`config.mk`:
```
export PLATFORM = sky130hd
export DESIGN_NAME = uart_fifo_controller
export DESIGN_NICKNAME = d
export VERILOG_FILES = /design/src/rtl/uart_pkg.sv /design/src/rtl/uart_rx_fifo.sv /design/src/rtl/uart_fifo_controller.sv
export SDC_FILE = /design/constraint.sdc
export NUM_CORES = 1
export LEC_CHECK = 0
export CORE_ASPECT_RATIO = 0.5
export CORE_MARGIN = 4
export CORE_UTILIZATION = 30
export CTS_BUF_LIST = sky130_fd_sc_hd__clkbuf_8 sky130_fd_sc_hd__clkbuf_16
export CTS_CLUSTER_SIZE = 12
export DETAILED_ROUTE_END_ITERATION = 12
export HOLD_SLACK_MARGIN = 0.03
export PLACE_DENSITY = 0.45
export SETUP_SLACK_MARGIN = 0.15
export SKIP_LAST_GASP = 1
export SYNTH_ARGS = -nofsm -noshare
export SYNTH_HDL_FRONTEND = slang
export SYNTH_SLANG_ARGS = --single-unit
export TNS_END_PERCENT = 30
```
`constraint.sdc`:
```
create_clock -name clk -period 3.6 [get_ports clk]
set_input_delay 0.54 -clock clk [delete_from_list [all_inputs] [get_ports clk]]
set_output_delay 0.54 -clock clk [all_outputs]
set_load 0.005 [all_outputs]
```
`src/rtl/uart_pkg.sv`:
```
// Shared types for the UART controller: parity modes, FSM states and the RX FIFO entry.
package uart_pkg;
  localparam int MAX_DATA_BITS = 8;

  typedef enum logic [1:0] {NONE = 2'd0, EVEN = 2'd1, ODD = 2'd2} parity_mode_t;
  typedef enum logic [2:0] {TX_IDLE, TX_START, TX_DATA, TX_PARITY, TX_STOP} tx_state_t;
  typedef enum logic [2:0] {RX_IDLE, RX_START, RX_DATA, RX_PARITY, RX_STOP} rx_state_t;

  typedef struct packed {
    logic [MAX_DATA_BITS-1:0] data;
    logic                     parity_err;
    logic                     frame_err;
  } rx_entry_t;

  // Encoding 3 is reserved and behaves as no parity.
  function automatic logic par_en(input logic [1:0] pm);
    return (pm == EVEN) || (pm == ODD);
  endfunction
endpackage

```
`src/rtl/uart_rx_fifo.sv`:
```
// Show-ahead synchronous FIFO of received frames; a pop frees a slot for a push in the same cycle.
module uart_rx_fifo
  import uart_pkg::*;
#(
  parameter  int DEPTH = 8,
  localparam int PW    = $clog2(DEPTH),
  localparam int CW    = $clog2(DEPTH + 1)
) (
  input  logic          clk,
  input  logic          rst_n,
  input  logic          push,
  input  rx_entry_t     push_entry,
  input  logic          pop,
  output rx_entry_t     head,
  output logic [CW-1:0] count,
  output logic          full,
  output logic          empty
);
  logic [PW:0] wptr, rptr;
  rx_entry_t   mem [DEPTH];
  logic        do_pop, do_push;

  assign count   = wptr - rptr;
  assign empty   = (wptr == rptr);
  assign full    = (wptr[PW-1:0] == rptr[PW-1:0]) && (wptr[PW] != rptr[PW]);
  assign do_pop  = pop && !empty;
  assign do_push = push && (!full || do_pop);
  // Zero the head when empty so the outputs read 0 after reset.
  assign head    = empty ? '0 : mem[rptr[PW-1:0]];

  always_ff @(posedge clk or negedge rst_n) begin
    if (!rst_n) begin
      wptr <= '0;
      rptr <= '0;
    end else begin
      if (do_push) wptr <= wptr + 1'b1;
      if (do_pop)  rptr <= rptr + 1'b1;
    end
  end

  always_ff @(posedge clk) begin
    if (do_push) mem[wptr[PW-1:0]] <= push_entry;
  end
endmodule

```
`src/rtl/uart_fifo_controller.sv`:
```
// Full-duplex UART: single-frame TX, mid-bit sampled RX feeding a frame FIFO with error flags.
module uart_fifo_controller
  import uart_pkg::*;
#(
  parameter  int FREQ_DIV      = 16,
  parameter  int DATA_BITS     = 8,
  parameter  int RX_FIFO_DEPTH = 8,
  localparam int CNTW          = $clog2(FREQ_DIV),
  localparam int CW            = $clog2(RX_FIFO_DEPTH + 1)
) (
  input  logic                 clk,
  input  logic                 rst_n,
  input  logic [1:0]           parity_mode,
  input  logic                 two_stop,
  input  logic                 rxd,
  output logic                 txd,
  input  logic [DATA_BITS-1:0] send_data,
  input  logic                 send,
  output logic                 send_busy,
  output logic [DATA_BITS-1:0] rx_data,
  output logic                 rx_parity_err,
  output logic                 rx_frame_err,
  output logic                 rx_valid,
  input  logic                 rx_ready,
  output logic [CW-1:0]        rx_count,
  output logic                 rx_overrun,
  input  logic                 rx_overrun_clr
);
  localparam logic [CNTW-1:0] BIT_END  = CNTW'(FREQ_DIV - 1);
  localparam logic [CNTW-1:0] HALF_END = CNTW'(FREQ_DIV / 2 - 1);
  localparam logic [2:0]      LAST_BIT = 3'(DATA_BITS - 1);

  // ---------------- TX ----------------
  tx_state_t            tx_state;
  logic [CNTW-1:0]      tx_cnt;
  logic [2:0]           tx_bit;
  logic [DATA_BITS-1:0] tx_shift;
  logic                 tx_par, tx_two, tx_stop2;
  logic [1:0]           tx_pm;
  logic                 tx_done, tx_accept;

  assign tx_done   = (tx_state == TX_STOP) && (tx_cnt == BIT_END) && (!tx_two || tx_stop2);
  // Accepting on the final stop edge lets back-to-back frames run with no idle gap.
  assign tx_accept = send && ((tx_state == TX_IDLE) || tx_done);

  always_ff @(posedge clk or negedge rst_n) begin
    if (!rst_n) begin
      tx_state  <= TX_IDLE;
      tx_cnt    <= '0;
      tx_bit    <= '0;
      tx_shift  <= '0;
      tx_par    <= 1'b0;
      tx_two    <= 1'b0;
      tx_stop2  <= 1'b0;
      tx_pm     <= 2'd0;
      txd       <= 1'b1;
      send_busy <= 1'b0;
    end else begin
      tx_cnt <= (tx_state == TX_IDLE || tx_cnt == BIT_END) ? '0 : tx_cnt + 1'b1;
      if (tx_accept) begin
        tx_state  <= TX_START;
        tx_shift  <= send_data;
        tx_par    <= ^send_data;
        tx_pm     <= parity_mode;
        tx_two    <= two_stop;
        tx_stop2  <= 1'b0;
        txd       <= 1'b0;
        send_busy <= 1'b1;
      end else if (tx_state != TX_IDLE && tx_cnt == BIT_END) begin
        case (tx_state)
          TX_START: begin
            tx_state <= TX_DATA;
            tx_bit   <= '0;
            txd      <= tx_shift[0];
          end
          TX_DATA: begin
            if (tx_bit == LAST_BIT) begin
              if (par_en(tx_pm)) begin
                tx_state <= TX_PARITY;
                txd      <= tx_par ^ (tx_pm == ODD);
              end else begin
                tx_state <= TX_STOP;
                txd      <= 1'b1;
              end
            end else begin
              tx_bit   <= tx_bit + 1'b1;
              tx_shift <= tx_shift >> 1;
              txd      <= tx_shift[1];
            end
          end
          TX_PARITY: begin
            tx_state <= TX_STOP;
            txd      <= 1'b1;
          end
          TX_STOP: begin
            if (tx_two && !tx_stop2) begin
              tx_stop2 <= 1'b1;
            end else begin
              tx_state  <= TX_IDLE;
              send_busy <= 1'b0;
              txd       <= 1'b1;
            end
          end
          default: tx_state <= TX_IDLE;
        endcase
      end
    end
  end

  // ---------------- RX ----------------
  rx_state_t       rx_state;
  logic [CNTW-1:0] rx_cnt;
  logic [2:0]      rx_bit;
  logic [7:0]      rx_shift;
  logic [1:0]      rx_pm;
  logic            rx_perr;
  logic            s1, s2, s_prev;
  logic            rx_start, rx_tick, push, pop, full, empty;
  rx_entry_t       push_entry, head;

  assign rx_start   = (rx_state == RX_IDLE) && s_prev && !s2;
  assign rx_tick    = (rx_state == RX_START) ? (rx_cnt == HALF_END) : (rx_cnt == BIT_END);
  assign push       = (rx_state == RX_STOP) && rx_tick;
  assign push_entry = '{data: rx_shift, parity_err: rx_perr, frame_err: ~s2};
  assign pop        = rx_ready && !empty;

  always_ff @(posedge clk or negedge rst_n) begin
    if (!rst_n) begin
      s1     <= 1'b1;
      s2     <= 1'b1;
      s_prev <= 1'b1;
    end else begin
      s1     <= rxd;
      s2     <= s1;
      s_prev <= s2;
    end
  end

  always_ff @(posedge clk or negedge rst_n) begin
    if (!rst_n) begin
      rx_state <= RX_IDLE;
      rx_cnt   <= '0;
      rx_bit   <= '0;
      rx_shift <= '0;
      rx_pm    <= 2'd0;
      rx_perr  <= 1'b0;
    end else begin
      rx_cnt <= (rx_state == RX_IDLE || rx_tick) ? '0 : rx_cnt + 1'b1;
      case (rx_state)
        RX_IDLE: if (rx_start) begin
          rx_state <= RX_START;
          rx_pm    <= parity_mode;
          rx_shift <= '0;
          rx_perr  <= 1'b0;
          rx_bit   <= '0;
        end
        // A line back high at mid-start is a glitch, not a frame.
        RX_START: if (rx_tick) rx_state <= s2 ? RX_IDLE : RX_DATA;
        RX_DATA: if (rx_tick) begin
          rx_shift[rx_bit] <= s2;
          if (rx_bit == LAST_BIT) rx_state <= par_en(rx_pm) ? RX_PARITY : RX_STOP;
          else                    rx_bit   <= rx_bit + 1'b1;
        end
        RX_PARITY: if (rx_tick) begin
          rx_perr  <= (^rx_shift) ^ s2 ^ (rx_pm == ODD);
          rx_state <= RX_STOP;
        end
        RX_STOP: if (rx_tick) rx_state <= RX_IDLE;
        default: rx_state <= RX_IDLE;
      endcase
    end
  end

  always_ff @(posedge clk or negedge rst_n) begin
    if (!rst_n)                     rx_overrun <= 1'b0;
    else if (push && full && !pop)  rx_overrun <= 1'b1;
    else if (rx_overrun_clr)        rx_overrun <= 1'b0;
  end

  uart_rx_fifo #(.DEPTH(RX_FIFO_DEPTH)) u_fifo (
    .clk        (clk),
    .rst_n      (rst_n),
    .push       (push),
    .push_entry (push_entry),
    .pop        (pop),
    .head       (head),
    .count      (rx_count),
    .full       (full),
    .empty      (empty)
  );

  assign rx_valid      = !empty;
  assign rx_data       = head.data[DATA_BITS-1:0];
  assign rx_parity_err = head.parity_err;
  assign rx_frame_err  = head.frame_err;
endmodule
```
**After elaboration in Yosys (flattened, before gate mapping)**

Memory sizes are Yosys's and may differ from the RTL's.
Cells that the tools add are included.
W data, S select, Z words.

- Memory bits (writable): 80
- Input bits: 17
- Flip-flop bits (word level): 58
- ROM bits: 0
- Memories: 1
- Latch bits: 0
- Logic and storage cells: 178
- Output and inout port bits: 18

- Equality and inequality tests: 32
- Shifts and indexed selects: 0
- Mux-type cells: 56
- Reductions and logical operators: 53
- Order comparisons: 2
- Add/subtract/negate cells: 7
- Bitwise gates (word level): 5
- Div/mod/pow operators: 0
- Multipliers: 0

Memory list:

| memory | words | width | read ports | clocked after Yosys merged registers in | write ports | line | RTL |
|---|---|---|---|---|---|---|---|
| u_fifo.mem | 8 | 10 | 1 | 0 | 1 | uart_rx_fifo.sv:20 | `rx_entry_t mem [DEPTH];` |

Operator list:

| cell | count |
|---|---|
| $mux W3 | 16 |
| $mux W8 | 6 |
| $mux W1 | 21 |
| $reduce_and A3 Y1 | 7 |
| $ne A2 B2 Y1 const B | 10 |
| $add A4 B1 Y4 const B | 4 |
| $pmux W8 S2 | 1 |
| $reduce_bool A2 Y1 | 8 |
| $reduce_xor A8 Y1 | 2 |
| $logic_and A1 B1 Y1 | 15 |
| $pmux W3 S5 | 1 |
| $eq A3 B2 Y1 const B | 4 |
| $eq A3 B3 Y1 const B | 4 |
| $pmux W3 S2 | 2 |
| $pmux W3 S4 | 1 |
| $mux W10 | 1 |
| $bwmux W8 | 1 |
| $eq A4 B4 Y1 const B | 2 |
| $mux W4 | 2 |
| $reduce_and A4 Y1 | 2 |
| $logic_or A1 B1 Y1 | 7 |
| $add A3 B1 Y3 const B | 2 |
| $eq A3 B1 Y1 const B | 2 |
| $logic_not A1 Y1 | 6 |
| other kinds (21) | 28 |

**Depth between registers and ports, before layout**

- Depth after elaboration: 8
- Mapped depth: 8
- Mapped depth without buffers: 7

**Cells and area by module**

From an unflattened synthesis, not the netlist that was laid out.

- Cells, all modules: 476
- Area, all modules: 6268.5 um^2

By module, submodules not included:

| module | area each (um^2) | seq. area each (um^2) | instances | cells each |
|---|---|---|---|---|
| uart_rx_fifo | 3584.7 | 2602.5 | 1 | 195 |
| uart_fifo_controller | 2683.8 | 1256.2 | 1 | 281 |

**Worst setup path after synthesis**

OpenSTA, ideal clock, no wires.

- Kind: register to register
- Start point: reg u_fifo.rptr[1]
- End point: mem u_fifo.mem[0][0] in the netlist's numbering, enable pin
- Path slack: 0.705 ns
- Buffers on the path: 1
- Clock period less this slack: 2.895 ns
- Cell stages (with the launch flop): 7
- Required time: 3.196 ns
- Library setup time: 0.404 ns
- Arrival: 2.491 ns
- Path through: dfrtp_1 -> clkbuf_1 -> inv_1 -> ha_1 -> nand3_1 -> o311ai_4 -> nor4_1

- Cells in the longest elaborated chain, start to end: 8
- Elaborated cells on any way between the ends: 11
- Classes of those cells: eq/ne: 2; mux: 2; reduce/logical: 7

RTL lines:

| what | line | RTL |
|---|---|---|
| from (decl) | uart_rx_fifo.sv:19 | `logic [PW:0] wptr, rptr;` |
| from (signal assigned) | uart_rx_fifo.sv:37 | `if (do_pop) rptr <= rptr + 1'b1;` |
| $eq A4 B4 Y1 | uart_rx_fifo.sv:24 | `assign empty = (wptr == rptr);` |
| $logic_not A1 Y1 | uart_rx_fifo.sv:26, uart_fifo_controller.sv:125 |  |
| $logic_and A1 B1 Y1 | uart_fifo_controller.sv:125 | `assign pop = rx_ready && !empty;` |
| $logic_and A1 B1 Y1 | uart_rx_fifo.sv:26 | `assign do_pop = pop && !empty;` |
| $logic_or A1 B1 Y1 (*) | uart_rx_fifo.sv:27 | `assign do_push = push && (!full \|\| do_pop);` |
| $logic_and A1 B1 Y1 (*) | uart_rx_fifo.sv:27 |  |
| $mux W1 (*) | uart_rx_fifo.sv:42 | `if (do_push) mem[wptr[PW-1:0]] <= push_entry;` |
| $mux W1 (implied by the code) (*) | uart_rx_fifo.sv:42 |  |
| to (decl) | uart_rx_fifo.sv:20 |  |

Every way passes the cells marked *; elsewhere a longest branch is shown, timed or not.

**Worst setup path in the final report**

- Start point: reg u_fifo.rptr[2]
- End point: out rx_parity_err

- Cells in the longest elaborated chain, start to end: 2
- Elaborated cells on any way between the ends: 3
- Classes of those cells: eq/ne: 1; mux: 1; memory: 1

RTL lines:

| what | line | RTL |
|---|---|---|
| $mem_v2 Z8 W10 or $eq A4 B4 Y1 (tied branches) | n/a |  |
| $mux W10 (*) | uart_rx_fifo.sv:29 | `assign head = empty ? '0 : mem[rptr[PW-1:0]];` |
| to (decl) | uart_fifo_controller.sv:21 | `output logic rx_parity_err,` |

Marks and branches as above.

==> summary.txt <==
Status
  • Status: finished, final reports clean

Clock network
  • CTS tree: built
  • Htree depth: 4
  • Clock root cell: clkbuf_16
  • Deepest clock path buffer count: 2
  • Worst skew pair latency: around 0.42 ns
  • Resize count post-CTS: 0
  • Sink Count: 138
  • Hold_buf cts: 0
  • Num CTS Buffers: 17
  • Postcts setup bufs: 0
  • CTS clock-pin slew for the worst setup and hold paths: roughly 0.060 ns

Finish
  • Ant. Diodes: 0
  • Post-route cell area: between 0.007 and 0.008 mm2
  • NumNets Final: approximately 530
  • Layout cells sized above 1: 17.74%
  • Non-Filler Instances: between 700 and 800
  • Area growth syn-to-layout: 20.04%

Placed design
  • Final GP Congestion: between 0.7 and 0.8
  • Port bufs: 34
  • Hpwl dp: 8678 um
  • Dpl cell area: between 0.006 and 0.007 mm2
  • Place WS: ~0.87 ns
  • Placed instance count: roughly 760

GRT
  • All-layer global routing usage: roughly 12%
  • Largest net degree at the start of global routing: just under 60
  • First-pass GRT wire length: 21630 um
  • Vias in the first global route: roughly 3800
  • GR Overflow Total: 0
  • Initial antenna violation count: 0

Critical path
  • Critical path endpoint category: primary output
  • R2R Setup Slk: approximately 1.0 ns
  • Worst reg-to-reg path cell count: 8
  • Crit path DAT: between 2 and 3 ns
  • Reg2reg start: u_fifo.rptr[2]
  • Crit-path max FO: 11
  • R2r endpoint: u_fifo.mem[6][9]
  • CP Launch Type: flop
  • Worst Setup Path Type: flop to primary output
  • Critical path required time: 3.06 ns

Worst hold path
  • Worst hold path type: input port to async pin

Detailed routing
  • DRT Pass-1 Iters: 4
  • Final WL: 13430 um
  • Vias: approximately 3700
  • Post-route DRC: 0
  • Initial DRC count: between 150 and 200
  • Vias per inst: between 4 and 5
  • WL/cell: roughly 17 um
  • Final ANT Viol Nets: 0

Synthesis
  • Top FF cell, synth: edfxtp_1
  • Top cells by count, synth: 80 x edfxtp_1, 54 x dfrtp_1, 33 x nand2_1, 24 x nor2_1, 24 x xnor2_1
  • Largest cells by area after synthesis: edfxtp_1 38%, dfrtp_1 21%, mux4_2 7.2%
  • Top cell type's share of synthesized area: a little under two fifths
  • Post-synthesis async set-or-reset flop share: between 40% and 50%
  • Most frequent cell after synthesis: edfxtp_1
  • Yosys warnings: 0
  • Yosys top cell by area: edfxtp_1
  • Seq cells post-synth: about 140
  • Syn Area/Cell: between 10 and 15 um2
  • Sequential area share after synthesis: 61.39%
  • Post-synth net total: between 400 and 500
  • Number of flops mapped to enable cells by yosys: 80
  • Mapped Area: 0.006286 mm2
  • Post-Syn Instances: around 450
  • Yosys cell types: 60

Die
  • Die X: around 210 um
  • IO Count: 35
  • Die height: around 110 um
  • Full die area: 0.02347 mm2
  • Initial Util: a little under a third
  • Area of the core: 0.02055 mm2
  • Rows: 37

Pwr
  • Combinational power share: roughly 27%
  • Peak supply drop: around 0.00032 V
  • Leak: a little under 0.003 uW
  • Power Total: just over 5000 uW
  • Clock power frac: about a third
  • Pwr dens: a little under 700 mW/mm2
  • Switching Share: 30.36%
  • Internal: approximately 3600 uW
  • Seq pwr share: 39.4%
  • Net switching power of the design: 1557 uW

Timing
  • Final critical-path share of the clock period: 86.66%
  • Final Hold Fails: 0
  • Pins Over Slew Limit: 0
  • Slew headroom: 47.06%
  • Final TNS setup: 0 ns
  • Final Skew: between 0.009 and 0.01 ns
  • RSZ-0062 raised after global routing: false
  • Setup WS post-layout: approximately 0.48 ns
  • Transition time of the tightest slew-check pin: 0.7942 ns
  • Endpoints failing setup: 0
  • Final Critical Period: 3.120 ns
  • Fmax: between 0.3 and 0.4 GHz

Run
  • Max-cap viol count: 0
cell type report:
class / count / area (um2)
clock buffers: 17 / 425.4
clock inverters: 14 / 148.9
multi-input cells: 278 / 2267
fillers: 1993 / 13010
inverters: 19 / 71.32
well taps: 273 / 341.6
flip-flops and latches: 138 / 3859
repair buffers: 47 / 432.9
metrics by stage:
stage	hold WS, ns	utilization [%]
floorplan	0.2444	-
global placement	0.3469	33.92
detailed placement	0.3499	33.92
CTS	0.3131	36.71
global route	0.3654	36.71
finish	0.2773	36.71
routing by layer:
| metal | routed length, um | up-vias | GRT usage [%] |
|---|---|---|---|
| met5 | 0 | - | 0 |
| met4 | 119 | 0 | 3.445 |
| li1 | - | 1794 | - |
| met2 | 6078 | 58 | 19.47 |
| met3 | 467 | 9 | 3.110 |
| met1 | 6767 | 1888 | 16.68 |
flip-flops by register name, indices dropped and copies added (netlist names), 2 cells and up:
name         flops
rx_bit           3
rx_cnt           4
rx_pm            2
rx_shift         8
rx_state         3
tx_bit           3
tx_cnt           4
tx_pm            2
tx_shift         8
tx_state         3
u_fifo.mem      80
u_fifo.rptr      4
u_fifo.wptr      4
placed cells by master, fill, tap and decap left out, drive strengths merged, types with 6 or more instances in the layout:
cell           netlist  routed
o41ai                7       7
nor3                10      10
buf                  9      14
dfrtp               54      54
a21oi               21      21
inv                 19      22
a22o                12      12
a31oi                6       6
clkinv               0       6
a21o                11      11
nand2b              10      10
nand2               33      33
clkbuf              10      17
nor2                25      25
clkdlybuf4s50        0      33
xnor2               25      25
ha                  13      13
edfxtp              80      80
nand3               10      10
mux4                20      20
o21ai               24      24
mux2                 9       9
worst max-delay path, cell delays in order, from the launching register on:
cell	delay, ns
dfrtp_1	0.34
inv_1	0.04
buf_4	0.19
ha_1	0.36
and4_1	0.63
a21oi_1	0.12
clkdlybuf4s50_1	0.48
worst max-delay path by stage:
stage | slack, ns | to | depth (start not counted) | from
after global routing | 0.34 | rx_data[7] | 6 | u_fifo.rptr[2]
after global placement | 0.93 | rx_data[3] | 6 | u_fifo.rptr[2]
after CTS | 0.42 | rx_parity_err | 6 | u_fifo.rptr[2]
after detailed placement | 0.87 | rx_parity_err | 6 | u_fifo.rptr[2]
after floorplan | 0.71 | u_fifo.mem[0][0] | 6 | u_fifo.rptr[1]
final | 0.48 | rx_parity_err | 6 | u_fifo.rptr[2]
power by group through the flow:
stage | Clock [uW] | Combinational, uW | Sequential (uW)
floorplan | 0 | 963 | 1980
global placement | 0 | 1410 | 2050
detailed placement | 0 | 1410 | 2050
CTS | 1770 | 1410 | 2020
global route | 1850 | 1540 | 2050
finish | 1730 | 1380 | 2020
kinds of logic (layout without fill, tap and decap cells):
logic type / count (synthesis) / after routing / synth area share [%]
AOI/OAI and AO/OA: 93 / 93 / 10.31
muxes: 31 / 31 / 9.096
DFF: 138 / 138 / 61.39
xor gates and xnor gates: 30 / 30 / 4.299
buffers and inverters: 38 / 97 / 2.647
adders and majority gates: 14 / 14 / 2.906
and+or+nand+nor: 110 / 110 / 9.355
Power figures use the tool's default switching activity.
